===== config.mk =====
export PLATFORM = sky130hd
export DESIGN_NAME = clk_enable_gen
export DESIGN_NICKNAME = d
export VERILOG_FILES = /design/src/rtl/clk_enable_gen.sv
export SDC_FILE = /design/constraint.sdc
export NUM_CORES = 1
export LEC_CHECK = 0
export CORE_ASPECT_RATIO = 1.1
export CORE_MARGIN = 2
export CORE_UTILIZATION = 64
export CTS_BUF_LIST = sky130_fd_sc_hd__clkbuf_2 sky130_fd_sc_hd__clkbuf_4 sky130_fd_sc_hd__clkbuf_8
export DETAILED_ROUTE_END_ITERATION = 8
export PLACE_DENSITY = 0.86
export REMOVE_ABC_BUFFERS = 1
export SLEW_MARGIN = 25
export SYNTH_ARGS = -nofsm -noshare
export SYNTH_HDL_FRONTEND = slang
export SYNTH_SLANG_ARGS = --single-unit

===== constraint.sdc =====
create_clock -name clk -period 3.83 [get_ports clk]
set_clock_uncertainty 0.1 [all_clocks]
set_input_delay 0.766 -clock clk [delete_from_list [all_inputs] [get_ports clk]]
set_output_delay 0.766 -clock clk [all_outputs]
set_load 0.005 [all_outputs]

===== src/rtl/clk_enable_gen.sv =====
// clk_enable_gen: multi-channel clock-enable generator.
// Every channel divides the single system clock by a runtime-loadable
// divisor and produces a one-cycle enable strobe (ce) plus a 50% square
// wave (sq) that toggles on each strobe. Downstream logic (CPU core,
// PC/ROM stepping, LED blink) qualifies on ce instead of using derived
// clocks, so the whole design stays in a single clock domain.
//
// Divisor changes requested while a channel is counting are queued and
// take effect at that channel's next terminal count. Because of this the
// counter never sits above div-1. A sync pulse clears all counters so
// that channels with equal divisors strobe on the same edge.
module clk_enable_gen #(
    parameter int CHANNELS  = 3,
    parameter int DIV_WIDTH = 16,
    parameter int RESET_DIV = 2
) (
    input  logic                 clk,
    input  logic                 rst,
    input  logic                 run,
    input  logic                 sync,
    input  logic [CHANNELS-1:0]  div_wr,
    input  logic [DIV_WIDTH-1:0] div_data,
    output logic [CHANNELS-1:0]  ce,
    output logic [CHANNELS-1:0]  sq,
    output logic [CHANNELS-1:0]  pending
);

    localparam logic [DIV_WIDTH-1:0] RESET_DIV_V = DIV_WIDTH'(RESET_DIV);
    localparam logic [DIV_WIDTH-1:0] ONE_V       = DIV_WIDTH'(1);
    localparam logic [DIV_WIDTH-1:0] ZERO_V      = '0;

    // Per-channel state, packed so that reset can clear whole vectors.
    logic [CHANNELS-1:0][DIV_WIDTH-1:0] div_q, div_d;
    logic [CHANNELS-1:0][DIV_WIDTH-1:0] cnt_q, cnt_d;
    logic [CHANNELS-1:0][DIV_WIDTH-1:0] pend_val_q, pend_val_d;
    logic [CHANNELS-1:0]                pending_q, pending_d;
    logic [CHANNELS-1:0]                ce_q, ce_d;
    logic [CHANNELS-1:0]                sq_q, sq_d;

    // Per-channel qualifiers shared by the next-state logic.
    logic [CHANNELS-1:0] counting;
    logic [CHANNELS-1:0] terminal;

    // A channel counts when globally enabled and its divisor is non-zero;
    // its terminal count is the last cycle of the current period.
    always_comb begin
        counting = '0;
        terminal = '0;
        for (int i = 0; i < CHANNELS; i++) begin
            counting[i] = run && (div_q[i] != ZERO_V);
            terminal[i] = counting[i] && (cnt_q[i] == (div_q[i] - ONE_V));
        end
    end

    // Next-state for every channel; priority is sync, then divisor write,
    // then normal counting.
    always_comb begin
        div_d      = div_q;
        cnt_d      = cnt_q;
        pend_val_d = pend_val_q;
        pending_d  = pending_q;
        ce_d       = '0;
        sq_d       = sq_q;
        for (int i = 0; i < CHANNELS; i++) begin
            if (sync) begin
                // Phase alignment: restart every channel from zero and
                // settle any divisor change right now.
                cnt_d[i] = ZERO_V;
                ce_d[i]  = 1'b0;
                sq_d[i]  = 1'b0;
                if (div_wr[i]) begin
                    div_d[i]     = div_data;
                    pending_d[i] = 1'b0;
                end else if (pending_q[i]) begin
                    div_d[i]     = pend_val_q[i];
                    pending_d[i] = 1'b0;
                end
            end else if (div_wr[i]) begin
                if (terminal[i]) begin
                    // Write lands on the terminal count: the strobe still
                    // fires and the new divisor bypasses the queue.
                    cnt_d[i]     = ZERO_V;
                    ce_d[i]      = 1'b1;
                    sq_d[i]      = ~sq_q[i];
                    div_d[i]     = div_data;
                    pending_d[i] = 1'b0;
                end else if (counting[i]) begin
                    // Mid-period write: keep counting on the old divisor
                    // and queue the new one (last write wins).
                    cnt_d[i]      = cnt_q[i] + ONE_V;
                    pend_val_d[i] = div_data;
                    pending_d[i]  = 1'b1;
                end else begin
                    // Idle channel: nothing in flight, load directly.
                    div_d[i]     = div_data;
                    cnt_d[i]     = ZERO_V;
                    pending_d[i] = 1'b0;
                    if (div_data == ZERO_V) begin
                        sq_d[i] = 1'b0;
                    end
                end
            end else if (div_q[i] == ZERO_V) begin
                // Disabled channel: outputs parked low, counter held at 0.
                cnt_d[i] = ZERO_V;
                sq_d[i]  = 1'b0;
            end else if (!run) begin
                // Paused: counter and square wave hold for a clean resume.
                cnt_d[i] = cnt_q[i];
            end else if (terminal[i]) begin
                // End of period: strobe, toggle, and apply a queued divisor.
                cnt_d[i] = ZERO_V;
                ce_d[i]  = 1'b1;
                sq_d[i]  = ~sq_q[i];
                if (pending_q[i]) begin
                    div_d[i]     = pend_val_q[i];
                    pending_d[i] = 1'b0;
                end
            end else begin
                cnt_d[i] = cnt_q[i] + ONE_V;
            end
        end
    end

    // State registers with asynchronous active-low reset.
    always_ff @(posedge clk or negedge rst) begin
        if (!rst) begin
            div_q      <= {CHANNELS{RESET_DIV_V}};
            cnt_q      <= '0;
            pend_val_q <= '0;
            pending_q  <= '0;
            ce_q       <= '0;
            sq_q       <= '0;
        end else begin
            div_q      <= div_d;
            cnt_q      <= cnt_d;
            pend_val_q <= pend_val_d;
            pending_q  <= pending_d;
            ce_q       <= ce_d;
            sq_q       <= sq_d;
        end
    end

    assign ce      = ce_q;
    assign sq      = sq_q;
    assign pending = pending_q;

endmodule


Word level (Yosys, flattened, before mapping)
Index checks and enable logic that the tools add are counted.
Word-level totals
  flip-flop bits (word level): 153
  input port bits: 23
Cells by class
  add/subtract/negate cells: 6
  equal/unequal tests: 15
  muxes and demuxes: 106
  bitwise gates (word level): 7
  reduce and logical (&&, ||, !) cells: 37
Operator list (number)
  2-to-1 mux 16 bit: 48
  zero test 16 bit: 4
  2-to-1 mux 1 bit: 58
  adder 16 x 1 -> 16 bit (second input constant): 3
  == test 16 bit: 3
  nonzero test 16 bit: 3
  subtractor 16 x 1 -> 16 bit (second input constant): 3
  AND reduction 4 bit: 9
  nonzero test 4 bit: 6
  nonzero test 3 bit: 6
  != test 4 x 2 -> 1 bit (second input constant): 3
  != test 4 x 3 -> 1 bit (second input constant): 3
  != test 3 x 2 -> 1 bit (second input constant): 3
  != test 3 bit (second input constant): 3
  AND reduction 3 bit: 3
  NOT 1 bit: 7
  logical AND 1 bit: 6

Depth between registers and ports, before layout
Gate-level depths: netlist (run 1).
  word-level depth: 8
  depth in mapped cells: 12

Worst setup path before layout (run 1)
No wires, ideal clock.
  path kind: register -> register
  from: reg div_q[0] (netlist bit)
  to: reg div_q[10] (netlist bit)
  setup time: 0.125 ns
  data arrival time: 3.315 ns
  slack: 0.290 ns
  cell stages (with the launch flop): 13
  buffers on the path: 2
  cells stage by stage: dfrtp_1 inv_1 ha_1 or4b_2 o21ai_0 o31ai_1 o22ai_1 nand3_1 or4_4 buf_6 a211oi_4 buf_12 mux2_4
On the way
  word-level cells in the longest chain between the ends: 6
  elaborated cells between the ends (all ways): 13
RTL lines
  start, declared: RTL line 33  | logic [CHANNELS-1:0][DIV_WIDTH-1:0] div_q, div_d;
  start signal, assigned: RTL line 127  | div_q <= {CHANNELS{RESET_DIV_V}};
  start signal, assigned: RTL line 134  | div_q <= div_d;
  subtractor 16 x 1 -> 16 bit or nonzero test 16 bit (tied branches): RTL line 51, 50
  == test 16 bit or logical AND 1 bit (tied branches): RTL line 51, 50
  logical AND 1 bit: RTL line 51  | terminal[i] = counting[i] && (cnt_q[i] == (div_q[i] - ONE_V));
  2-to-1 mux 16 bit: RTL line 79  | if (terminal[i]) begin
  2-to-1 mux 16 bit: RTL line 78  | end else if (div_wr[i]) begin
  2-to-1 mux 16 bit: RTL line 65  | if (sync) begin
Several ways; a longest one is shown, not always the timed one.
A chain may end at the register's enable or synchronous reset.

Worst setup path after layout (run 1)
  from: reg div_q[0] (netlist bit)
  to: reg div_q[8] (netlist bit)
The elaborated chain is that of the path after synthesis.

==> flow_summary.yaml, run 1 <==
run_status:
  status: "completed"
logic_synthesis:
  synth_top_area_frac: 0.4083
  ys.flop_type: "dfrtp_1"
  yosysUniqueCellTypes: 69
  syn_area_per_cell_um2: 9.546
  synth_seq_area_share: 0.4169
  synth.largest_area_cell: "dfrtp_1"
  synth_edf_count: 0
  yosysWarningCount: 0
  synth_cells: 963
  synthArstFlopShare: 1.000
  ys_ff_latch: 153
  yosys-top-cells-area: "dfrtp_1 (41%), mux2_2 (8.5%), nand3_1 (6.6%)"
  syn_area_um2: 9193
cells_and_area:
  num-fill-cells: 1016
  postLayoutCoreUtil: 0.7398
  final_cell_mix: "dfrtp_1 (150), nand3_1 (122), mux2_2 (69)"
  area_growth_pct: 11.92
  drive_gt1_frac: 0.1750
  fin_cells: 1194
  layout_commonest_cell: "dfrtp_1"
  num_antenna_cells: 0
  nNetsFinal: 1025
setup_path:
  crit_chain: "inv_1 -> ha_1 -> or4b_2 -> o21ai_0 -> o31ai_1 -> o22ai_1 -> nand3_1 -> or4_4 -> a211oi_4 -> buf_4 -> mux2_2"
  cp-start-kind: "flip-flop"
  required_ns: 4.09
  worstPathArrival_ns: 3.92
  end_kind: "flip-flop"
  worst_path_largest_cell_delay_ns: 0.65
  worst_r2r_path_depth: 11
  cp_max_fo: 14
  slowest_stage: "or4b_2"
  r2r_setup_slack_ns: 0.17
  worstSetupPathType: "flip-flop to flip-flop"
grt:
  grt_max_degree: 83
  grt_overflow: 0
  grt_pass1_vias: 7605
  antenna_found_initial: 0
  grt_pass1_wl_mm: 37.97
  track_usage: 0.3127
place:
  globalplace.congestion: 0.9143
  dp_slack_ns: 0.2201
  dpl.hpwl_mm: 15.82
  place.port_buffers: 31
  dp.cells: 1162
clocking:
  hold_buffers: 0
  cts_root_buffer: "clkbuf_8"
  htree_levels: 4
  clk_pin_slew_ns: 0.09
  cts_sinks: 153
  post_cts_buffers: 0
  cts_resized: 0
  insertion_delay_ns: 0.48
  cts_tree: "done"
  clk_path_buf_depth: 2
  cts_buffers: 17
detailed_routing:
  wl_mm: 23.20
  wl_per_cell_um: 19.43
  drt_iter0_drc: 813
  drc: 0
  vias_per_cell: 6.722
  firstDrtPassIters: 5
  routed-via-count: 8026
  drt.antenna.violating_nets: 0
sta:
  setup_viol: 0
  grt_setup_unrepaired: "false"
  finalCritPeriodShare: 0.9546
  clock.fmax_mhz: 273.5
  whs_ns: 0.1909
  fin_ws_ns: 0.1738
  maxSlewViolCount: 0
  layout_min_cycle_time_ns: 3.656
  hold_viol: 0
  tns_ns: 0
  slew_headroom: 0.4756
  worst_slew_pin_slew_ns: 0.7866
die:
  die_x_um: 118.3
  initial_utilization: 0.6610
  die_area_um2: 15340
  pin_count: 32
  core_um2: 13910
  rows: 45
  die_y_um: 129.7
pwr:
  switching_power_uw: 1383
  swShare: 0.3104
  p_comb_frac: 0.208
  p_int_uw: 3073
  p_clk_frac: 0.325
  power_leakage_uw: 0.004219
  pwr-share-seq: 0.467
  vdd_ir_drop_max_mv: 0.2749
  cellPowerDensity_nw_per_um2: 433.1
min_path:
  hold_class: "input pin to async pin"
flow_run:
  max_cap_viol_count: 0
-- Yosys cell counts (17+ instances only) --
library cell,number
o21ai_0,52
and3_1,24
nand3_1,122
a31oi_1,17
xnor2_1,31
mux2i_1,27
clkbuf_1,48
nor4_1,20
mux2_2,69
nand2_1,51
dfrtp_1,150
xor2_1,26
nor2_1,44
inv_1,37
o211ai_1,19
nor3_1,20
a21oi_1,22
-- layout make-up --
class / count / area (µm²) / share of cell area
tap: 188 / 235.2 / 0.02286
clock inverter: 13 / 217.7 / 0.02116
multi-input combinational: 711 / 4982 / 0.4843
clock buffer: 19 / 255.2 / 0.02481
sequential: 153 / 3832 / 0.3725
timing repair buffer: 73 / 626.9 / 0.06093
inverter: 37 / 138.9 / 0.01350
-- power by group through the flow --
| stage | Sequential, µW | Clock, µW | Combinational [µW] |
|---|---|---|---|
| 3_3_place_gp | 2080 | 0 | 871 |
| 6_report | 2080 | 1450 | 928 |
| 2_1_floorplan | 2010 | 0 | 640 |
| 5_1_grt | 2100 | 1540 | 1020 |
| 4_1_cts | 2070 | 1460 | 920 |
| 3_5_place_dp | 2090 | 0 | 908 |
-- stage by stage --
| stage | total power (µW) | area (µm²) |
|---|---|---|
| after CTS | 4448 | 10290 |
| after global routing | 4657 | 10290 |
| after global placement | 2950 | 9813 |
| after detailed placement | 2999 | 9813 |
| final | 4456 | 10290 |
| after floorplan | 2653 | 8929 |
-- cell families (layout without fill, tap and decap cells) --
group / Yosys count / count (layout) / synth area share
and+or+nand+nor: 351 / 351 / 0.2057
DFF: 153 / 153 / 0.4169
muxes: 102 / 102 / 0.1237
adders and majority gates: 9 / 9 / 0.01225
buffers and inverters: 99 / 142 / 0.04383
AOI/OAI and AO/OA: 192 / 192 / 0.1433
xor gates and xnor gates: 57 / 57 / 0.05431
-- state kept, by name, summed over array words and instances, names as in the netlist --
register    flops
cnt_q          48
sq              3
pending         3
pend_val_q     48
div_q          48
ce              3
-- worst paths after layout --
check                               startpoint             end
worst max-delay path                  div_q[0]        div_q[8]
worst min-delay path                       rst  pend_val_q[26]
worst max register to register        div_q[0]        div_q[8]
worst min register to register  pend_val_q[12]  pend_val_q[12]
max in group asynchronous                  rst        cnt_q[2]
min in group clk                pend_val_q[12]  pend_val_q[12]
-- worst max-delay path, delay by kind of cell, from the launching register on --
kind                     cells  cell delay, ns
AND/OR/NAND/NOR              3            1.23
AO/OA/AOI/OAI                4            0.71
flip-flops                   1            0.42
buffers and inverters        2            0.40
multiplexers                 1            0.38
adder cells (fa/ha/maj)      1            0.29
-- routing by layer --
metal	wire length, µm	GRT usage
met1	9512	0.4005
met3	1459	0.05245
met5	0	0
met2	11250	0.5185
met4	981	0.1616
Power figures use the tool's default switching activity.
==> run 2: changes to the inputs <==
--- a/config.mk
+++ b/config.mk
@@ -7,11 +7,12 @@
 export LEC_CHECK = 0
 export CORE_ASPECT_RATIO = 1.1
 export CORE_MARGIN = 2
-export CORE_UTILIZATION = 64
+export CORE_UTILIZATION = 69
 export CTS_BUF_LIST = sky130_fd_sc_hd__clkbuf_2 sky130_fd_sc_hd__clkbuf_4 sky130_fd_sc_hd__clkbuf_8
 export DETAILED_ROUTE_END_ITERATION = 8
-export PLACE_DENSITY = 0.86
+export PLACE_DENSITY = 0.91
 export REMOVE_ABC_BUFFERS = 1
+export SETUP_SLACK_MARGIN = 0.4
 export SLEW_MARGIN = 25
 export SYNTH_ARGS = -nofsm -noshare
 export SYNTH_HDL_FRONTEND = slang
==> constraint.sdc (replaced) <==
create_clock -name clk -period 4.7 [get_ports clk]
set_clock_uncertainty 0.1 [all_clocks]
set_input_delay 0.94 -clock clk [delete_from_list [all_inputs] [get_ports clk]]
set_output_delay 0.94 -clock clk [all_outputs]
set_load 0.005 [all_outputs]
==> run 2 against run 1 <==
  * Global-route usage rose by 1.8 points
  * Worst setup slack better by 0.60 ns
  * Final area shrank 2.7%
  * Via count shrank 1.7%
  * Flip-flop and latch count did not move
  * Cell count fell by 4.0%
  * Sequential share of layout area up 1.0 points
  * Die area is 7.0% lower
  * Clock-buffer cell count is 1 higher
==> flow_summary.yaml, run 2 (synthesis results as in run 1) <==
cells_and_area:
  final_cell_mix: "dfrtp_1 (150), nand3_1 (122), mux2_2 (69)"
  num_antenna_cells: 0
  seqCellArea_um2: 3832
  nNetsFinal: 1004
  multi_input_area_um2: 4987
  num-fill-cells: 870
  layout_commonest_cell: "dfrtp_1"
  final_area_um2: 10010
  drive_gt1_frac: 0.1594
  top_regs: "cnt_q (48), div_q (48), pend_val_q (48)"
  area_growth_pct: 8.942
  postLayoutCoreUtil: 0.7643
die:
  die_y_um: 125.1
  core_um2: 13100
  pin_count: 32
  die_x_um: 114.1
  die_area_um2: 14260
  rows: 44
  initial_utilization: 0.7016
detailed_routing:
  firstDrtPassIters: 7
  drt.antenna.violating_nets: 0
  vias_per_cell: 6.885
  routed-via-count: 7890
  wl_mm: 22.80
  drt_iter0_drc: 783
  drc: 0
  wl_per_cell_um: 19.90
setup_path:
  worst_r2r_path_depth: 11
  crit_top_cell: "a21oi_1"
  reg2reg_to: "pend_val_q[30]"
  required_ns: 4.96
  cp_max_fo: 17
  end_kind: "flip-flop"
  r2r-start: "div_q[16]"
  r2r_setup_slack_ns: 0.77
  slowest_stage: "nand2_1"
  cp-start-kind: "flip-flop"
  worst_path_largest_cell_delay_ns: 0.59
  worstSetupPathType: "flip-flop to flip-flop"
  worstPathArrival_ns: 4.19
  crit_chain: "inv_1 -> ha_1 -> nor3b_1 -> buf_4 -> a21oi_1 -> or4_1 -> a2111oi_0 -> and3_1 -> a21oi_1 -> nand2_1 -> mux2_2"
sta:
  hold_viol: 0
  grt_setup_unrepaired: "false"
  slew_headroom: 0.3263
  maxSlewViolCount: 0
  fin_ws_ns: 0.7702
  setup_viol: 0
  whs_ns: 0.4086
  clock.fmax_mhz: 254.5
  finalCritPeriodShare: 0.8361
  worst_slew_pin_slew_ns: 1.007
  tns_ns: 0
  layout_min_cycle_time_ns: 3.930
place:
  dp_slack_ns: 0.7715
  place.port_buffers: 31
  globalplace.congestion: 0.9241
  dpl_cell_area_um2: 9624
  dpl.hpwl_mm: 15.53
grt:
  grt_overflow: 0
  antenna_found_initial: 0
  track_usage: 0.3305
  grt_pass1_vias: 7561
  grt_pass1_wl_mm: 37.43
  grt_max_degree: 91
clocking:
  cts_root_buffer: "clkbuf_8"
  htree_levels: 4
  clk_pin_slew_ns: 0.10
  insertion_delay_ns: 0.48
  cts_buffers: 17
  clk_path_buf_depth: 2
  cts_sinks: 153
  cts_tree: "done"
flow_run:
  max_cap_viol_count: 0
pwr:
  cellPowerDensity_nw_per_um2: 340.3
  power_leakage_uw: 0.004069
  vdd_ir_drop_max_mv: 0.2013
run_status:
  status: "completed"
min_path:
  hold_class: "input pin to async pin"
[run 2: worst max path at each step]
stage                           endpoint       from
after floorplan                div_q[32]  div_q[40]
after global placement    pend_val_q[44]  div_q[36]
after detailed placement  pend_val_q[38]  div_q[36]
after CTS                 pend_val_q[38]  div_q[36]
after global routing      pend_val_q[30]  div_q[22]
final                     pend_val_q[30]  div_q[16]
[run 2: routing by layer]
metal,global-route usage,share of wire
met3,0.05574,0.063
met2,0.5284,0.49
met4,0.1714,0.041
met5,0,0
met1,0.4335,0.41
[run 2: cell type report]
type                       instances  area share
timing repair buffer              52     0.04685
tap                              161     0.02011
inverter                          37     0.01387
sequential                       153      0.3827
clock inverter                    12     0.01162
clock buffer                      20     0.02686
multi-input combinational        711      0.4980
[run 2: per-stage QoR]
step / power (µW) / instances
floorplan: 2162 / 901
global placement: 2377 / 1114
detailed placement: 2422 / 1114
CTS: 3403 / 1146
global route: 3565 / 1146
finish: 3408 / 1146
[run 2: what timing repair did]
action                     4_1_cts  5_1_grt
buffers inserted                 0        0
setup endpoints to repair        0        7
resized for setup                0        1
hold buffers                     0        0
[run 2: where the power goes]
part           switching [µW]  internal (µW)  total [µW]
combinational             391            349         740
sequential                203           1480        1690
clock                     525            457         982
[run 2: worst max-delay path, delay by kind of cell (launching register included)]
kind | cells | cell delay [ns]
compound gates | 3 | 0.61
fa+ha+maj | 1 | 0.23
buf+inv | 2 | 0.28
flops | 1 | 0.43
mux | 1 | 0.41
simple gates | 4 | 1.75
==> run 3: changes to the inputs <==
--- a/config.mk
+++ b/config.mk
@@ -7,10 +7,10 @@
 export LEC_CHECK = 0
 export CORE_ASPECT_RATIO = 1.1
 export CORE_MARGIN = 2
-export CORE_UTILIZATION = 69
+export CORE_UTILIZATION = 64
 export CTS_BUF_LIST = sky130_fd_sc_hd__clkbuf_2 sky130_fd_sc_hd__clkbuf_4 sky130_fd_sc_hd__clkbuf_8
 export DETAILED_ROUTE_END_ITERATION = 8
-export PLACE_DENSITY = 0.91
+export PLACE_DENSITY = 0.86
 export REMOVE_ABC_BUFFERS = 1
 export SETUP_SLACK_MARGIN = 0.4
 export SLEW_MARGIN = 25
==> constraint.sdc (replaced) <==
create_clock -name clk -period 3.7 [get_ports clk]
set_clock_uncertainty 0.1 [all_clocks]
set_input_delay 0.74 -clock clk [delete_from_list [all_inputs] [get_ports clk]]
set_output_delay 0.74 -clock clk [all_outputs]
set_load 0.005 [all_outputs]
==> run 3 against run 2 <==
  * Die area grew 7.5%
  * Combinational power grew 72%
  * Non-clock buffer count grew 55
  * Via count grew 13%
  * Clock-buffer cell count shrank 1
  * First-iteration DRC count grew 55%
  * Sequential share of layout area shrank 3.2 points
  * Critical endpoint is now div_q[4]
  * Largest cell class unchanged
==> flow_summary.yaml, run 3 (synthesis results as in run 1) <==
grt:
  top_usage_layer: "met2"
  track_usage: 0.3236
  grt_max_degree: 92
  grt_pass1_vias: 7784
  gr-usage-met1: 0.4197
  grt_use_met2: 0.5349
  antenna_found_initial: 0
  grt_pass1_wl_mm: 39.44
  grt_overflow: 0
  use_met3: 0.05463
detailed_routing:
  routed-via-count: 8931
  drc: 0
  wl_per_cell_um: 23.47
  vias_per_cell: 7.261
  drt.antenna.violating_nets: 0
  firstDrtPassIters: 6
  wl_mm: 28.86
  drt_iter0_drc: 1212
die:
  core_um2: 13910
  die_x_um: 118.3
  die_y_um: 129.7
  rows: 45
  pin_count: 32
  initial_utilization: 0.6610
  die_area_um2: 15340
cells_and_area:
  num_antenna_cells: 0
  multi_input_area_um2: 5305
  final_area_um2: 10960
  nNetsFinal: 1061
  area_growth_pct: 19.27
  drive_gt1_frac: 0.2534
  layout_commonest_cell: "dfrtp_1"
  seqCellArea_um2: 3845
  num-fill-cells: 852
  final_cell_mix: "dfrtp_1 (140), nand3_1 (119), mux2_2 (63)"
  postLayoutCoreUtil: 0.7884
  top_regs: "cnt_q (48), div_q (48), pend_val_q (48)"
sta:
  whs_ns: 0.2462
  setup_viol: 0
  finalCritPeriodShare: 0.9464
  clock.fmax_mhz: 285.6
  grt_setup_unrepaired: "true"
  hold_viol: 0
  layout_min_cycle_time_ns: 3.502
  slew_headroom: 0.2295
  maxSlewViolCount: 0
  worst_slew_pin_slew_ns: 1.152
clocking:
  cts_root_buffer: "clkbuf_8"
  htree_levels: 4
  cts_buffers: 17
  cts_tree: "done"
  clk_path_buf_depth: 2
  hold_buffers: 0
  insertion_delay_ns: 0.48
  cts_sinks: 153
  clk_pin_slew_ns: 0.09
setup_path:
  worstSetupPathType: "flip-flop to flip-flop"
  cp_max_fo: 7
  worstPathArrival_ns: 3.76
  worst_r2r_path_depth: 11
  cp-start-kind: "flip-flop"
  required_ns: 3.95
  end_kind: "flip-flop"
pwr:
  vdd_ir_drop_max_mv: 0.2465
  cellPowerDensity_nw_per_um2: 428.1
  power_leakage_uw: 0.004462
  fin_total_pwr_uw: 4694
place:
  dpl.hpwl_mm: 15.72
  dpl_cell_area_um2: 9891
  globalplace.congestion: 0.8991
  place.port_buffers: 31
min_path:
  hold_class: "input pin to async pin"
flow_run:
  max_cap_viol_count: 0
run_status:
  status: "completed"
-- run 3: cell types whose count changed in the layout (fill, tap and decap cells not counted), sizes merged --
cell,previous run,this run
and3,24,25
buf,22,73
clkbuf,20,23
clkinv,3,6
inv,40,38
nand3,123,124
-- run 3: final cells by class --
cell class,instances,share of cell area
sequential,153,0.3507
timing repair buffer,107,0.09723
inverter,37,0.01267
clock inverter,13,0.01141
multi-input combinational,713,0.4839
clock buffer,19,0.02271
tap,188,0.02145
-- run 3: critical path, cell delays in order (launching register included) --
cell      delay (ns)
dfrtp_1         0.57
nor3_4          0.11
buf_4           0.17
a31oi_1         0.23
mux2i_1         0.15
o32a_1          0.36
o32a_1          0.22
or4_4           0.58
a211oi_4        0.31
buf_6           0.15
buf_12          0.13
mux2_4          0.30
-- run 3: where the power goes --
part	leakage, µW	internal, µW	switching (µW)
clock	0.000175	550	693
sequential	0.00192	1890	291
combinational	0.00236	602	669
-- run 3: through the flow --
stage / setup slack [ns] / setup TNS, ns / cells
2_1_floorplan: -0.5619 / -11.83 / 901
3_5_place_dp: 0.03599 / 0 / 1167
5_1_grt: 0.1528 / 0 / 1230
3_3_place_gp: 0.1174 / 0 / 1167
6_report: 0.1984 / 0 / 1230
4_1_cts: 0.3364 / 0 / 1210
-- run 3: worst paths after layout --
check | from | endpoint | slack [ns]
max | div_q[2] | div_q[4] | 0.20
min | rst | pend_val_q[25] | 0.25
max reg2reg | div_q[2] | div_q[4] | 0.20
min reg2reg | pend_val_q[32] | pend_val_q[32] | 0.41
max in group asynchronous | rst | div_q[33] | 2.37
min in group clk | pend_val_q[32] | pend_val_q[32] | 0.41
-- run 3: per-layer routing --
layer	share of wire	vias to the layer above
li1	-	3729
met1	0.37	4310
met2	0.48	727
met3	0.099	165
met4	0.053	0
met5	0	-
-- run 3: what timing repair did --
action,4_1_cts,5_1_grt
gates resized for setup,15,76
setup buffers,9,14
endpoints found under the setup margin,64,130
gates cloned,2,6
pin swaps,5,19
